### config.mk
export PLATFORM = sky130hd
export DESIGN_NAME = pipe_reg_d_e_flat
export DESIGN_NICKNAME = d
export VERILOG_FILES = /design/src/rtl/pipe_reg_d_e_if.sv /design/src/rtl/pipe_reg_d_e.sv /design/src/flat_wrapper.sv
export SDC_FILE = /design/constraint.sdc
export NUM_CORES = 1
export LEC_CHECK = 0
export CORE_ASPECT_RATIO = 0.5
export CORE_UTILIZATION = 31
export DETAILED_ROUTE_END_ITERATION = 12
export PLACE_DENSITY = 0.86
export SLEW_MARGIN = 5
export SYNTH_ARGS = -nofsm -noshare
export SYNTH_HDL_FRONTEND = slang
export SYNTH_SLANG_ARGS = --single-unit
### constraint.sdc
create_clock -name clk -period 1.25 [get_ports clk]
set_input_delay 0.1875 -clock clk [delete_from_list [all_inputs] [get_ports clk]]
set_output_delay 0.1875 -clock clk [all_outputs]
set_load 0.02 [all_outputs]
### src/rtl/pipe_reg_d_e_if.sv
// D/E pipeline-register bus: D-stage fields, hazard controls and the registered E-stage fields.
interface pipe_reg_d_e_if;
  logic        stall;
  logic        flush;
  logic [31:0] instr_D;
  logic [31:0] pc_D;
  logic [31:0] rs_data_D;
  logic [31:0] rt_data_D;
  logic [31:0] ext_D;
  logic [31:0] instr_E;
  logic [31:0] pc_E;
  logic [31:0] rs_data_E;
  logic [31:0] rt_data_E;
  logic [31:0] ext_E;
  logic [4:0]  reg_addr_E;
  logic [1:0]  t_new_E;
  logic        valid_E;

  modport master (
    output stall, flush, instr_D, pc_D, rs_data_D, rt_data_D, ext_D,
    input  instr_E, pc_E, rs_data_E, rt_data_E, ext_E, reg_addr_E, t_new_E, valid_E
  );

  modport slave (
    input  stall, flush, instr_D, pc_D, rs_data_D, rt_data_D, ext_D,
    output instr_E, pc_E, rs_data_E, rt_data_E, ext_E, reg_addr_E, t_new_E, valid_E
  );
endinterface

### src/rtl/pipe_reg_d_e.sv
// D->E pipeline register of the five-stage MIPS core, with bubble insertion and hazard-field decode.
// Optional macro BUBBLE_KEEP_PC_EN: a bubble carries pc_D into E instead of RESET_PC.
module pipe_reg_d_e #(
  parameter logic [31:0] RESET_PC = 32'h0000_3000
) (
  input logic             clk,
  input logic             reset,
  pipe_reg_d_e_if.slave   bus
);

  localparam logic [5:0] OP_RTYPE = 6'b000000;
  localparam logic [5:0] OP_ORI   = 6'b001101;
  localparam logic [5:0] OP_LUI   = 6'b001111;
  localparam logic [5:0] OP_LW    = 6'b100011;
  localparam logic [5:0] OP_JAL   = 6'b000011;
  localparam logic [5:0] FN_ADD   = 6'b100000;
  localparam logic [5:0] FN_SUB   = 6'b100010;
  localparam logic [5:0] FN_SLL   = 6'b000000;

  // Returns {reg_addr, t_new}; anything that writes no GPR reports 0/0.
  function automatic logic [6:0] decode_hazard(
    input logic [5:0] op,
    input logic [4:0] rt,
    input logic [4:0] rd,
    input logic [5:0] funct
  );
    logic [6:0] r;
    r = 7'd0;
    case (op)
      OP_RTYPE: if (funct == FN_ADD || funct == FN_SUB || funct == FN_SLL) r = {rd, 2'd1};
      OP_ORI,
      OP_LUI:   r = {rt, 2'd1};
      OP_LW:    r = {rt, 2'd2};
      OP_JAL:   r = {5'd31, 2'd0};
      default:  r = 7'd0;
    endcase
    return r;
  endfunction

  logic [31:0] instr_p1;
  logic [31:0] pc_p1;
  logic [31:0] rs_data_p1;
  logic [31:0] rt_data_p1;
  logic [31:0] ext_p1;
  logic [4:0]  reg_addr_p1;
  logic [1:0]  t_new_p1;
  logic        vld_p1;

  logic [6:0]  hazard_p0;
  logic [31:0] bubble_pc_p0;
  logic        bubble_p0;

  assign hazard_p0 = decode_hazard(bus.instr_D[31:26], bus.instr_D[20:16],
                                   bus.instr_D[15:11], bus.instr_D[5:0]);
  assign bubble_p0 = bus.flush | bus.stall;

`ifdef BUBBLE_KEEP_PC_EN
  assign bubble_pc_p0 = bus.pc_D;
`else
  assign bubble_pc_p0 = RESET_PC;
`endif

  // D -> E boundary
  always_ff @(posedge clk) begin
    if (reset) begin
      instr_p1    <= 32'd0;
      pc_p1       <= RESET_PC;
      rs_data_p1  <= 32'd0;
      rt_data_p1  <= 32'd0;
      ext_p1      <= 32'd0;
      reg_addr_p1 <= 5'd0;
      t_new_p1    <= 2'd0;
      vld_p1      <= 1'b0;
    end else if (bubble_p0) begin
      instr_p1    <= 32'd0;
      pc_p1       <= bubble_pc_p0;
      rs_data_p1  <= 32'd0;
      rt_data_p1  <= 32'd0;
      ext_p1      <= 32'd0;
      reg_addr_p1 <= 5'd0;
      t_new_p1    <= 2'd0;
      vld_p1      <= 1'b0;
    end else begin
      instr_p1    <= bus.instr_D;
      pc_p1       <= bus.pc_D;
      rs_data_p1  <= bus.rs_data_D;
      rt_data_p1  <= bus.rt_data_D;
      ext_p1      <= bus.ext_D;
      reg_addr_p1 <= hazard_p0[6:2];
      t_new_p1    <= hazard_p0[1:0];
      vld_p1      <= 1'b1;
    end
  end

  assign bus.instr_E    = instr_p1;
  assign bus.pc_E       = pc_p1;
  assign bus.rs_data_E  = rs_data_p1;
  assign bus.rt_data_E  = rt_data_p1;
  assign bus.ext_E      = ext_p1;
  assign bus.reg_addr_E = reg_addr_p1;
  assign bus.t_new_E    = t_new_p1;
  assign bus.valid_E    = vld_p1;

endmodule

### src/flat_wrapper.sv
// flat-port wrapper written by rule: the top's interface ports become plain ports
module pipe_reg_d_e_flat 
#(
  parameter logic [31:0] RESET_PC = 32'h0000_3000
)
  (clk, reset, bus_stall, bus_flush, bus_instr_D, bus_pc_D, bus_rs_data_D, bus_rt_data_D, bus_ext_D, bus_instr_E, bus_pc_E, bus_rs_data_E, bus_rt_data_E, bus_ext_E, bus_reg_addr_E, bus_t_new_E, bus_valid_E);
  pipe_reg_d_e_if bus_i ();
  input logic clk;
  input logic reset;
  input wire logic [$bits(bus_i.stall)-1:0] bus_stall;
  input wire logic [$bits(bus_i.flush)-1:0] bus_flush;
  input wire logic [$bits(bus_i.instr_D)-1:0] bus_instr_D;
  input wire logic [$bits(bus_i.pc_D)-1:0] bus_pc_D;
  input wire logic [$bits(bus_i.rs_data_D)-1:0] bus_rs_data_D;
  input wire logic [$bits(bus_i.rt_data_D)-1:0] bus_rt_data_D;
  input wire logic [$bits(bus_i.ext_D)-1:0] bus_ext_D;
  output wire logic [$bits(bus_i.instr_E)-1:0] bus_instr_E;
  output wire logic [$bits(bus_i.pc_E)-1:0] bus_pc_E;
  output wire logic [$bits(bus_i.rs_data_E)-1:0] bus_rs_data_E;
  output wire logic [$bits(bus_i.rt_data_E)-1:0] bus_rt_data_E;
  output wire logic [$bits(bus_i.ext_E)-1:0] bus_ext_E;
  output wire logic [$bits(bus_i.reg_addr_E)-1:0] bus_reg_addr_E;
  output wire logic [$bits(bus_i.t_new_E)-1:0] bus_t_new_E;
  output wire logic [$bits(bus_i.valid_E)-1:0] bus_valid_E;
  assign bus_i.stall = bus_stall;
  assign bus_i.flush = bus_flush;
  assign bus_i.instr_D = bus_instr_D;
  assign bus_i.pc_D = bus_pc_D;
  assign bus_i.rs_data_D = bus_rs_data_D;
  assign bus_i.rt_data_D = bus_rt_data_D;
  assign bus_i.ext_D = bus_ext_D;
  assign bus_instr_E = bus_i.instr_E;
  assign bus_pc_E = bus_i.pc_E;
  assign bus_rs_data_E = bus_i.rs_data_E;
  assign bus_rt_data_E = bus_i.rt_data_E;
  assign bus_ext_E = bus_i.ext_E;
  assign bus_reg_addr_E = bus_i.reg_addr_E;
  assign bus_t_new_E = bus_i.t_new_E;
  assign bus_valid_E = bus_i.valid_E;
  pipe_reg_d_e #(.RESET_PC(RESET_PC)) u_core (.clk(clk), .reset(reset), .bus(bus_i));
endmodule
==> results of run 1 <==
-- placed cells by master, fill, tap and decap left out, drive strengths merged --
| cell | synthesis | final |
|---|---|---|
| a2111oi | 1 | 1 |
| a21oi | 11 | 11 |
| and2 | 158 | 158 |
| buf | 1 | 33 |
| clkbuf | 16 | 71 |
| clkdlybuf4s15 | 0 | 112 |
| clkdlybuf4s50 | 0 | 152 |
| clkinv | 0 | 4 |
| clkinvlp | 0 | 4 |
| dfxtp | 168 | 168 |
| dlygate4sd2 | 0 | 7 |
| dlygate4sd3 | 0 | 1 |
| dlymetal6s2s | 0 | 1 |
| inv | 1 | 5 |
| nand2 | 1 | 1 |
| nand2b | 2 | 2 |
| nand3 | 1 | 1 |
| nand4b | 1 | 1 |
| nor2 | 2 | 2 |
| nor3 | 2 | 2 |
| nor3b | 1 | 1 |
| o21a | 1 | 1 |
| o21ai | 6 | 6 |
| or3 | 2 | 2 |
| or4 | 1 | 1 |
-- final cells by class --
class                      instances  share of cell area, %
clock buffer                      20                   5.04
clock inverter                    12                   1.07
inverter                           1                 0.0433
multi-input combinational        190                   14.3
sequential                       168                   38.8
tap                              198                   2.86
timing repair buffer             357                   37.9
-- state kept, by name (all words and copies together) (netlist names) --
register               cells
u_core.bus.ext_E          32
u_core.bus.instr_E        32
u_core.bus.pc_E           32
u_core.bus.reg_addr_E      5
u_core.bus.rs_data_E      32
u_core.bus.rt_data_E      32
u_core.bus.t_new_E         2
u_core.bus.valid_E         1
-- logic make-up (layout without fill, tap and decap cells) --
kind of cell,Yosys count,after routing,synth area share (%)
AO/OA/AOI/OAI,19,19,2.59
AND/OR/NAND/NOR,171,171,23.3
buffers and inverters,18,390,1.49
flip-flops,168,168,72.6
-- metrics by stage --
| step | util [%] | area, µm² | std cells | setup slack, ns |
|---|---|---|---|---|
| 6_report | 59.7 | 8660 | 946 | 0.0290 |
| 5_1_grt | 59.7 | 8660 | 946 | -0.0271 |
| 4_1_cts | 60.6 | 8790 | 945 | 0.000333 |
| 3_5_place_dp | 57.5 | 8350 | 912 | -0.698 |
| 3_3_place_gp | 57.5 | 8350 | 912 | -0.586 |
| 2_1_floorplan | - | 4630 | 376 | -0.0643 |
-- report_power, final --
part	switching [W]	internal [W]	total [W]
Combinational	0.000429	0.000684	0.00111
Sequential	0.0000412	0.00549	0.00553
Clock	0.00219	0.00257	0.00476
Total	0.00266	0.00875	0.0114
-- cells in the mapped netlist --
library cell / n / area, µm²
buf_2: 1 / 5.00
clkbuf_1: 16 / 60.1
o21ai_1: 1 / 5.00
inv_1: 1 / 3.75
nand4b_1: 1 / 8.76
a21oi_1: 11 / 55.1
o21a_1: 1 / 7.51
or4_4: 1 / 11.3
nor3_1: 1 / 5.00
nand2_1: 1 / 3.75
nor3b_1: 1 / 7.51
and2_1: 157 / 982
and2_2: 1 / 7.51
or3_4: 1 / 11.3
nor2_1: 2 / 7.51
nand2b_1: 2 / 12.5
a2111oi_4: 1 / 27.5
dfxtp_1: 168 / 3360
or3_1: 1 / 6.26
o21ai_0: 5 / 25.0
nor3_2: 1 / 10.0
nand3_1: 1 / 5.00
-- final timing paths --
check / startpoint / end / slack (ns) / cells after the start
min: bus_instr_D[2] / u_core.bus.instr_E[2]$_SDFF_PP0_ / 0.02 / 2
max: u_core.bus.ext_E[22]$_SDFF_PP0_ / bus_ext_E[22] / 0.03 / 1
-- timing repair --
action                                  in CTS  in global routing
hold endpoints to repair                     0                  1
hold buffers                                 0                  1
pin swaps                                    7                  6
resized for setup                          293                146
setup buffers                                1                  0
endpoints found under the setup margin     173                128
-- metal layers --
layer	part of all wire [%]	wire (µm)	global-route usage, %	vias to the layer above
li1	-	-	-	1877
met1	41	6380	22.1	1794
met2	56	8630	35.6	62
met3	2.3	351	4.47	13
met4	0.82	127	5.53	2
met5	0.084	13	0	-
==> run_results.csv, run 1 <==
group,metric,value,unit
placement,port_buffers,331,
detailed_routing,finalWirelength,15.5,mm
detailed_routing,drt_pre_antenna_iters,4,
finish,final_nets,899,
finish,regArea,0.00336,mm²
logic_synthesis,ys_types,22,
clock_tree,cts_tree,"done",
logic_synthesis,seq_area_frac_synth,72.6,%
sta,hold_viol_final,0,
floorplan,die_area,0.0155,mm²
logic_synthesis,ys_warn_count,0,
logic_synthesis,syn_area,0.00463,mm²
pwr,power.leakage,3.70,nW
detailed_routing,drc,0,
finish,multi_input_area,0.00123,mm²
floorplan,die_h,88.4,µm
outcome,status,"complete, no violations",
floorplan,fp.coreArea,0.0145,mm²
detailed_routing,first_iter_violations,141,
clock_tree,clk_pin_slew,0.07,ns
critical_path,startpoint_type,"flip-flop",
sta,slew_viol_final,0,
critical_path,crit_type,"flip-flop to output pin",
flow_run,drv_cap,0,
grt,overflow,0,
logic_synthesis,avgSynthCellArea,12.3,µm²
placement,gp_congestion,0.765,
sta,finalCritPeriodShare,97.7,%
logic_synthesis,synth_cells,376,
clock_tree,htree_levels,4,
sta,maxSlewHeadroom,76.5,%
sta,tightest_slew,0.351,ns
sta,setup_tns,0,ns
floorplan,die-width,175,µm
finish,drive_above_1_share,18.7,%
sta,hold_slack,0.0197,ns
finish,syn2layout_area_growth,87.1,%
clock_tree,cts_buffers,17,
logic_synthesis,ys_ff_latch,168,
grt,grt_util_all_layers,19.1,%
sta,fin_crit,1.22,ns
pwr,p_total,0.0114,W
critical_path,cp_data_required_time,1.06,ns
logic_synthesis,syn_nets,540,
grt,grt_pass1_wl,21.7,mm
placement,place_hpwl,12.5,mm
worst_hold_path,hp-class,"input pin to flip-flop",
detailed_routing,num_vias,3748,
detailed_routing,ant_nets,0,
critical_path,cp_num_buf_inv,1,
critical_path,max_stage_delay,0.32,ns
finish,diodes,0,
critical_path,path_cells,"clkdlybuf4s15_1",
detailed_routing,via_per_inst,3.96,
critical_path,worstPathArrival,1.03,ns
critical_path,critical-path-top-delay-family,"flip-flops",
critical_path,slowest_stage,"dfxtp_1",
sta,finalSetupViolations,0,
grt,grt_pass1_vias,3776,
grt,grt_start_max_net_pins,41,
detailed_routing,wl_per_cell,16.4,µm
pwr,ir_drop,1.15,mV
clock_tree,clockRootBuffer,"clkbuf_16",
finish,fillers,1194,
clock_tree,cts.sinks,168,
floorplan,num_rows,31,
floorplan,start_util,31.9,%
clock_tree,clockBufferDepth,2,
floorplan,ios,332,
sta,max_freq,0.819,GHz
grt,antenna_found_initial,1,
critical_path,cp_max_fo,1,
pwr,power.density,1320,mW/mm²
critical_path,endpoint_kind,"output pin",
Power figures use the tool's default switching activity.
==> inputs of run 2 (changes only) <==
--- a/config.mk
+++ b/config.mk
@@ -8,6 +8,7 @@
 export CORE_ASPECT_RATIO = 0.5
 export CORE_UTILIZATION = 31
 export DETAILED_ROUTE_END_ITERATION = 12
+export HOLD_SLACK_MARGIN = 0.12
 export PLACE_DENSITY = 0.86
 export SLEW_MARGIN = 5
 export SYNTH_ARGS = -nofsm -noshare
==> run 2 against run 1 <==
Wire length increased by 0.85%. Largest power group unchanged. Die area unchanged. Final area increased by 0.52%. Critical endpoint unchanged. Critical path type unchanged. Count of clock-buffer cells in the layout unchanged. Global-route usage increased by 0.16 points.
==> run_results.csv, run 2 (synthesis gave the netlist of run 1 again) <==
group,metric,value,unit
outcome,status,"complete, no violations",
pwr,ir_drop,1.15,mV
worst_hold_path,hp-class,"input pin to flip-flop",
floorplan,start_util,31.9,%
grt,grt_pass1_vias,3788,
detailed_routing,drc,0,
detailed_routing,first_iter_violations,141,
floorplan,die_h,88.4,µm
pwr,pwr-share-seq,48.4,%
critical_path,crit_type,"flip-flop to output pin",
critical_path,critical-path-top-delay-family,"flip-flops",
placement,place_hpwl,12.5,mm
detailed_routing,finalWirelength,15.6,mm
pwr,clkPwrFrac,41.7,%
sta,finalSetupViolations,0,
sta,finalCritPeriodShare,97.6,%
sta,maxSlewHeadroom,76.5,%
finish,fin_area,0.00871,mm²
finish,syn2layout_area_growth,88.0,%
critical_path,cp.depth,1,
detailed_routing,via_per_inst,3.96,
finish,final_nets,904,
finish,fillers,1188,
grt,grt_util_all_layers,19.2,%
clock_tree,cts_buffers,17,
critical_path,endpoint_kind,"output pin",
clock_tree,clockRootBuffer,"clkbuf_16",
floorplan,die_area,0.0155,mm²
critical_path,worstPathArrival,1.03,ns
detailed_routing,num_vias,3767,
critical_path,cp_max_fo,1,
finish,drive_above_1_share,18.7,%
critical_path,path_cells,"clkdlybuf4s15_1",
pwr,p_switching,0.00267,W
grt,overflow,0,
placement,dpl_cell_area,0.00835,mm²
placement,place_inst,912,
clock_tree,clk_pin_slew,0.07,ns
grt,grt_pass1_wl,21.8,mm
grt,grt_start_max_net_pins,41,
pwr,power.leakage,3.72,nW
detailed_routing,wl_per_cell,16.4,µm
sta,fin_crit,1.22,ns
pwr,p_sw_share,23.3,%
finish,final_cell_mix,"167 x dfxtp_1, 157 x and2_1, 152 x clkdlybuf4s50_1",
critical_path,startpoint_type,"flip-flop",
finish,diodes,0,
finish,stdcell_count,951,
detailed_routing,drt_pre_antenna_iters,4,
placement,gp_congestion,0.765,
floorplan,fp.coreArea,0.0145,mm²
critical_path,max_stage_delay,0.32,ns
detailed_routing,ant_nets,0,
clock_tree,clockBufferDepth,2,
critical_path,cp_data_required_time,1.06,ns
pwr,combPwrFrac,9.9,%
critical_path,cp_num_buf_inv,1,
placement,port_buffers,331,
sta,tightest_slew,0.351,ns
sta,hold_viol_final,0,
critical_path,slowest_stage,"dfxtp_1",
flow_run,drv_cap,0,
sta,slew_viol_final,0,
pwr,power.density,1310,mW/mm²
grt,antenna_found_initial,1,
clock_tree,htree_levels,4,
floorplan,die-width,175,µm
finish,final_common_cell,"dfxtp_1",
sta,max_freq,0.820,GHz
pwr,p_int,0.00876,W
worst_hold_path,hold_path_depth,3,
floorplan,ios,332,
clock_tree,cts_tree,"done",
floorplan,num_rows,31,
clock_tree,cts.sinks,168,
==> run 2: changes by cell type in the layout (fill, tap and decap cells not counted), sizes merged <==
cell           before  now
clkdlybuf4s15     112  111
dlygate4sd3         1    6
clkbuf             71   72
==> run 2: repair_timing <==
item	CTS	global route
setup buffers	1	0
setup endpoints to repair	173	129
hold endpoints to repair	4	2
pin swaps	7	7
hold buffers	4	2
gates resized for setup	293	147
==> run 2: layout make-up <==
type	instances	area (µm²)	share of cell area, %
Clock inverter	12	92.6	1.06
Sequential cell	168	3360	38.6
Clock buffer	20	437	5.02
Multi-Input combinational cell	190	1230	14.2
Inverter	1	3.75	0.0431
Timing Repair Buffer	362	3330	38.2
Tap cell	198	248	2.85
==> run 2: path summary, 6_finish.rpt <==
path,startpoint,end,slack (ns)
setup / recovery,u_core.bus.ext_E[22]$_SDFF_PP0_,bus_ext_E[22],0.03
hold / removal,bus_instr_D[29],u_core.bus.instr_E[29]$_SDFF_PP0_,0.13
==> run 2: power groups by stage <==
stage | clock network [W] | registers [W] | logic (W)
2_1_floorplan | 0 | 0.00583 | 0.000139
3_3_place_gp | 0 | 0.00565 | 0.00119
3_5_place_dp | 0 | 0.00565 | 0.00121
4_1_cts | 0.00486 | 0.00553 | 0.00113
5_1_grt | 0.00511 | 0.00554 | 0.00119
6_report | 0.00477 | 0.00553 | 0.00113
==> run 2: per-stage QoR <==
stage               power, W  TNS (ns)  utilization (%)  hold slack [ns]  worst slack (ns)
floorplan            0.00597    -0.321                -            0.289           -0.0643
CTS                   0.0115         0             60.9            0.185          0.000333
global placement     0.00684    -38.58             57.5            0.624            -0.586
finish                0.0114         0             60.0            0.133            0.0301
global route          0.0118   -0.0271             60.0            0.128           -0.0271
detailed placement   0.00686    -43.03             57.5            0.625            -0.698
==> run 2: per-layer routing <==
metal,GRT usage [%],up-vias,share of wire [%]
li1,-,1887,-
met1,22.2,1797,41
met2,36.1,68,56
met3,4.47,13,2.5
met4,5.53,2,0.81
met5,0,-,0.083
==> inputs of run 3 (changes only) <==
--- a/config.mk
+++ b/config.mk
@@ -10,6 +10,7 @@
 export DETAILED_ROUTE_END_ITERATION = 12
 export HOLD_SLACK_MARGIN = 0.12
 export PLACE_DENSITY = 0.86
+export SKIP_CTS_REPAIR_TIMING = 1
 export SLEW_MARGIN = 5
 export SYNTH_ARGS = -nofsm -noshare
 export SYNTH_HDL_FRONTEND = slang
==> run 3 against run 2 <==
The run now ends with setup timing left. Critical path depth rose by 5. Global-route usage fell by 0.43 points. Flip-flop and latch count did not move.
==> run_results.csv, run 3 (synthesis gave the netlist of run 1 again) <==
group,metric,value,unit
outcome,status,"finished with violations",
outcome,violations,"setup timing",
worst_hold_path,hp-class,"input pin to flip-flop",
clock_tree,clk_pin_slew,0.07,ns
floorplan,fp.coreArea,0.0145,mm²
grt,overflow,0,
floorplan,ios,332,
critical_path,startpoint_type,"input pin",
detailed_routing,num_vias,3824,
clock_tree,clockRootBuffer,"clkbuf_16",
pwr,p_sw_share,23.3,%
floorplan,die_area,0.0155,mm²
detailed_routing,via_per_inst,4.02,
sta,max_freq,0.738,GHz
floorplan,die_h,88.4,µm
pwr,ir_drop,1.09,mV
worst_hold_path,min_from,"bus_instr_D[29]",
sta,fin_crit,1.35,ns
finish,final_common_cell,"dlymetal6s2s_1",
sta,fin_ws,-0.104,ns
clock_tree,cts_buffers,17,
pwr,power.density,1220,mW/mm²
clock_tree,clockBufferDepth,2,
pwr,pwr-share-seq,48.1,%
sta,slew_viol_final,0,
grt,grt_start_max_net_pins,41,
pwr,p_int,0.00882,W
finish,syn2layout_area_growth,103,%
worst_hold_path,min_to,"u_core.bus.instr_E[29]$_SDFF_PP0_",
placement,dp_slack,-0.698,ns
finish,drive_above_1_share,9.69,%
placement,place_hpwl,12.5,mm
pwr,p_switching,0.00268,W
critical_path,worstPathArrival,1.68,ns
finish,diodes,0,
grt,grt_util_all_layers,18.8,%
sta,grt_setup_unrepaired,"yes",
clock_tree,cts.sinks,168,
pwr,clkPwrFrac,41.5,%
pwr,combPwrFrac,10.5,%
detailed_routing,wl_per_cell,17.3,µm
flow_run,drv_cap,0,
detailed_routing,ant_nets,0,
critical_path,endpoint_kind,"flip-flop",
detailed_routing,drt_pre_antenna_iters,4,
floorplan,start_util,31.9,%
grt,grt_pass1_wl,21.4,mm
sta,hold_viol_final,0,
grt,grt_pass1_vias,3723,
critical_path,cp_data_required_time,1.58,ns
floorplan,num_rows,31,
sta,finalCritPeriodShare,108,%
sta,finalSetupViolations,5,
finish,final_nets,904,
pwr,p_total,0.0115,W
detailed_routing,first_iter_violations,134,
sta,hold_slack,0.172,ns
placement,gp_congestion,0.765,
floorplan,die-width,175,µm
detailed_routing,finalWirelength,16.4,mm
placement,port_buffers,331,
critical_path,cp_max_fo,5,
pwr,power.leakage,6.45,nW
grt,antenna_found_initial,0,
sta,tightest_slew,0.363,ns
clock_tree,htree_levels,4,
detailed_routing,drc,0,
clock_tree,cts_tree,"done",
sta,maxSlewHeadroom,75.6,%
finish,final_core_util,64.8,%
worst_hold_path,hold_path_depth,3,
finish,final_cell_mix,"172 x dlymetal6s2s_1, 168 x dfxtp_1, 157 x and2_1",
critical_path,crit_type,"input pin to flip-flop",
## run 3: layer usage
layer | share of wire, % | vias to the layer above | global-route usage [%] | wire, µm
met1 | 40 | 1848 | 22.2 | 6530
met2 | 57 | 72 | 35.1 | 9310
met5 | 0 | - | 0 | 0
li1 | - | 1889 | - | -
met3 | 2.5 | 15 | 3.91 | 417
met4 | 0.94 | 0 | 5.38 | 154
## run 3: power groups by stage
stage	combinational [W]	sequential [W]	clock (W)
after global placement	0.00119	0.00565	0
final	0.00120	0.00553	0.00477
after floorplan	0.000139	0.00583	0
after detailed placement	0.00121	0.00565	0
after CTS	0.00121	0.00553	0.00486
after global routing	0.00127	0.00554	0.00511
## run 3: area by class of cell
| class | instances | area, µm² |
|---|---|---|
| Clock inverter | 12 | 92.6 |
| Multi-Input combinational cell | 190 | 1240 |
| Fill cell | 1095 | 5110 |
| Inverter | 1 | 3.75 |
| Tap cell | 198 | 248 |
| Clock buffer | 20 | 437 |
| Timing Repair Buffer | 362 | 4020 |
| Sequential cell | 168 | 3360 |
## run 3: stage by stage
step | cell area (µm²) | std cells | TNS, ns
6_report | 9400 | 951 | -0.414
5_1_grt | 9400 | 951 | -0.425
4_1_cts | 8880 | 944 | -47.42
3_5_place_dp | 8350 | 912 | -43.03
3_3_place_gp | 8350 | 912 | -38.58
2_1_floorplan | 4630 | 376 | -0.321
## run 3: worst max-delay path, stage by stage
cell and delay [ns]:
buf_6 0.09, or4_4 0.57, a2111oi_4 0.39, buf_4 0.22, a21oi_2 0.06, a21oi_1 0.15
## run 3: worst max-delay path by stage
stage	start	to	slack, ns	depth (start not counted)
after floorplan	bus_instr_D[30]	u_core.bus.reg_addr_E[0]$_SDFF_PP0_	-0.06	4
after global placement	bus_instr_D[0]	u_core.bus.t_new_E[0]$_SDFF_PP0_	-0.59	5
after detailed placement	bus_instr_D[0]	u_core.bus.reg_addr_E[3]$_SDFF_PP0_	-0.70	5
after CTS	u_core.bus.pc_E[24]$_SDFF_PP0_	bus_pc_E[24]	-0.39	1
after global routing	bus_instr_D[4]	u_core.bus.reg_addr_E[3]$_SDFF_PP0_	-0.11	6
final	bus_instr_D[4]	u_core.bus.reg_addr_E[3]$_SDFF_PP0_	-0.10	6
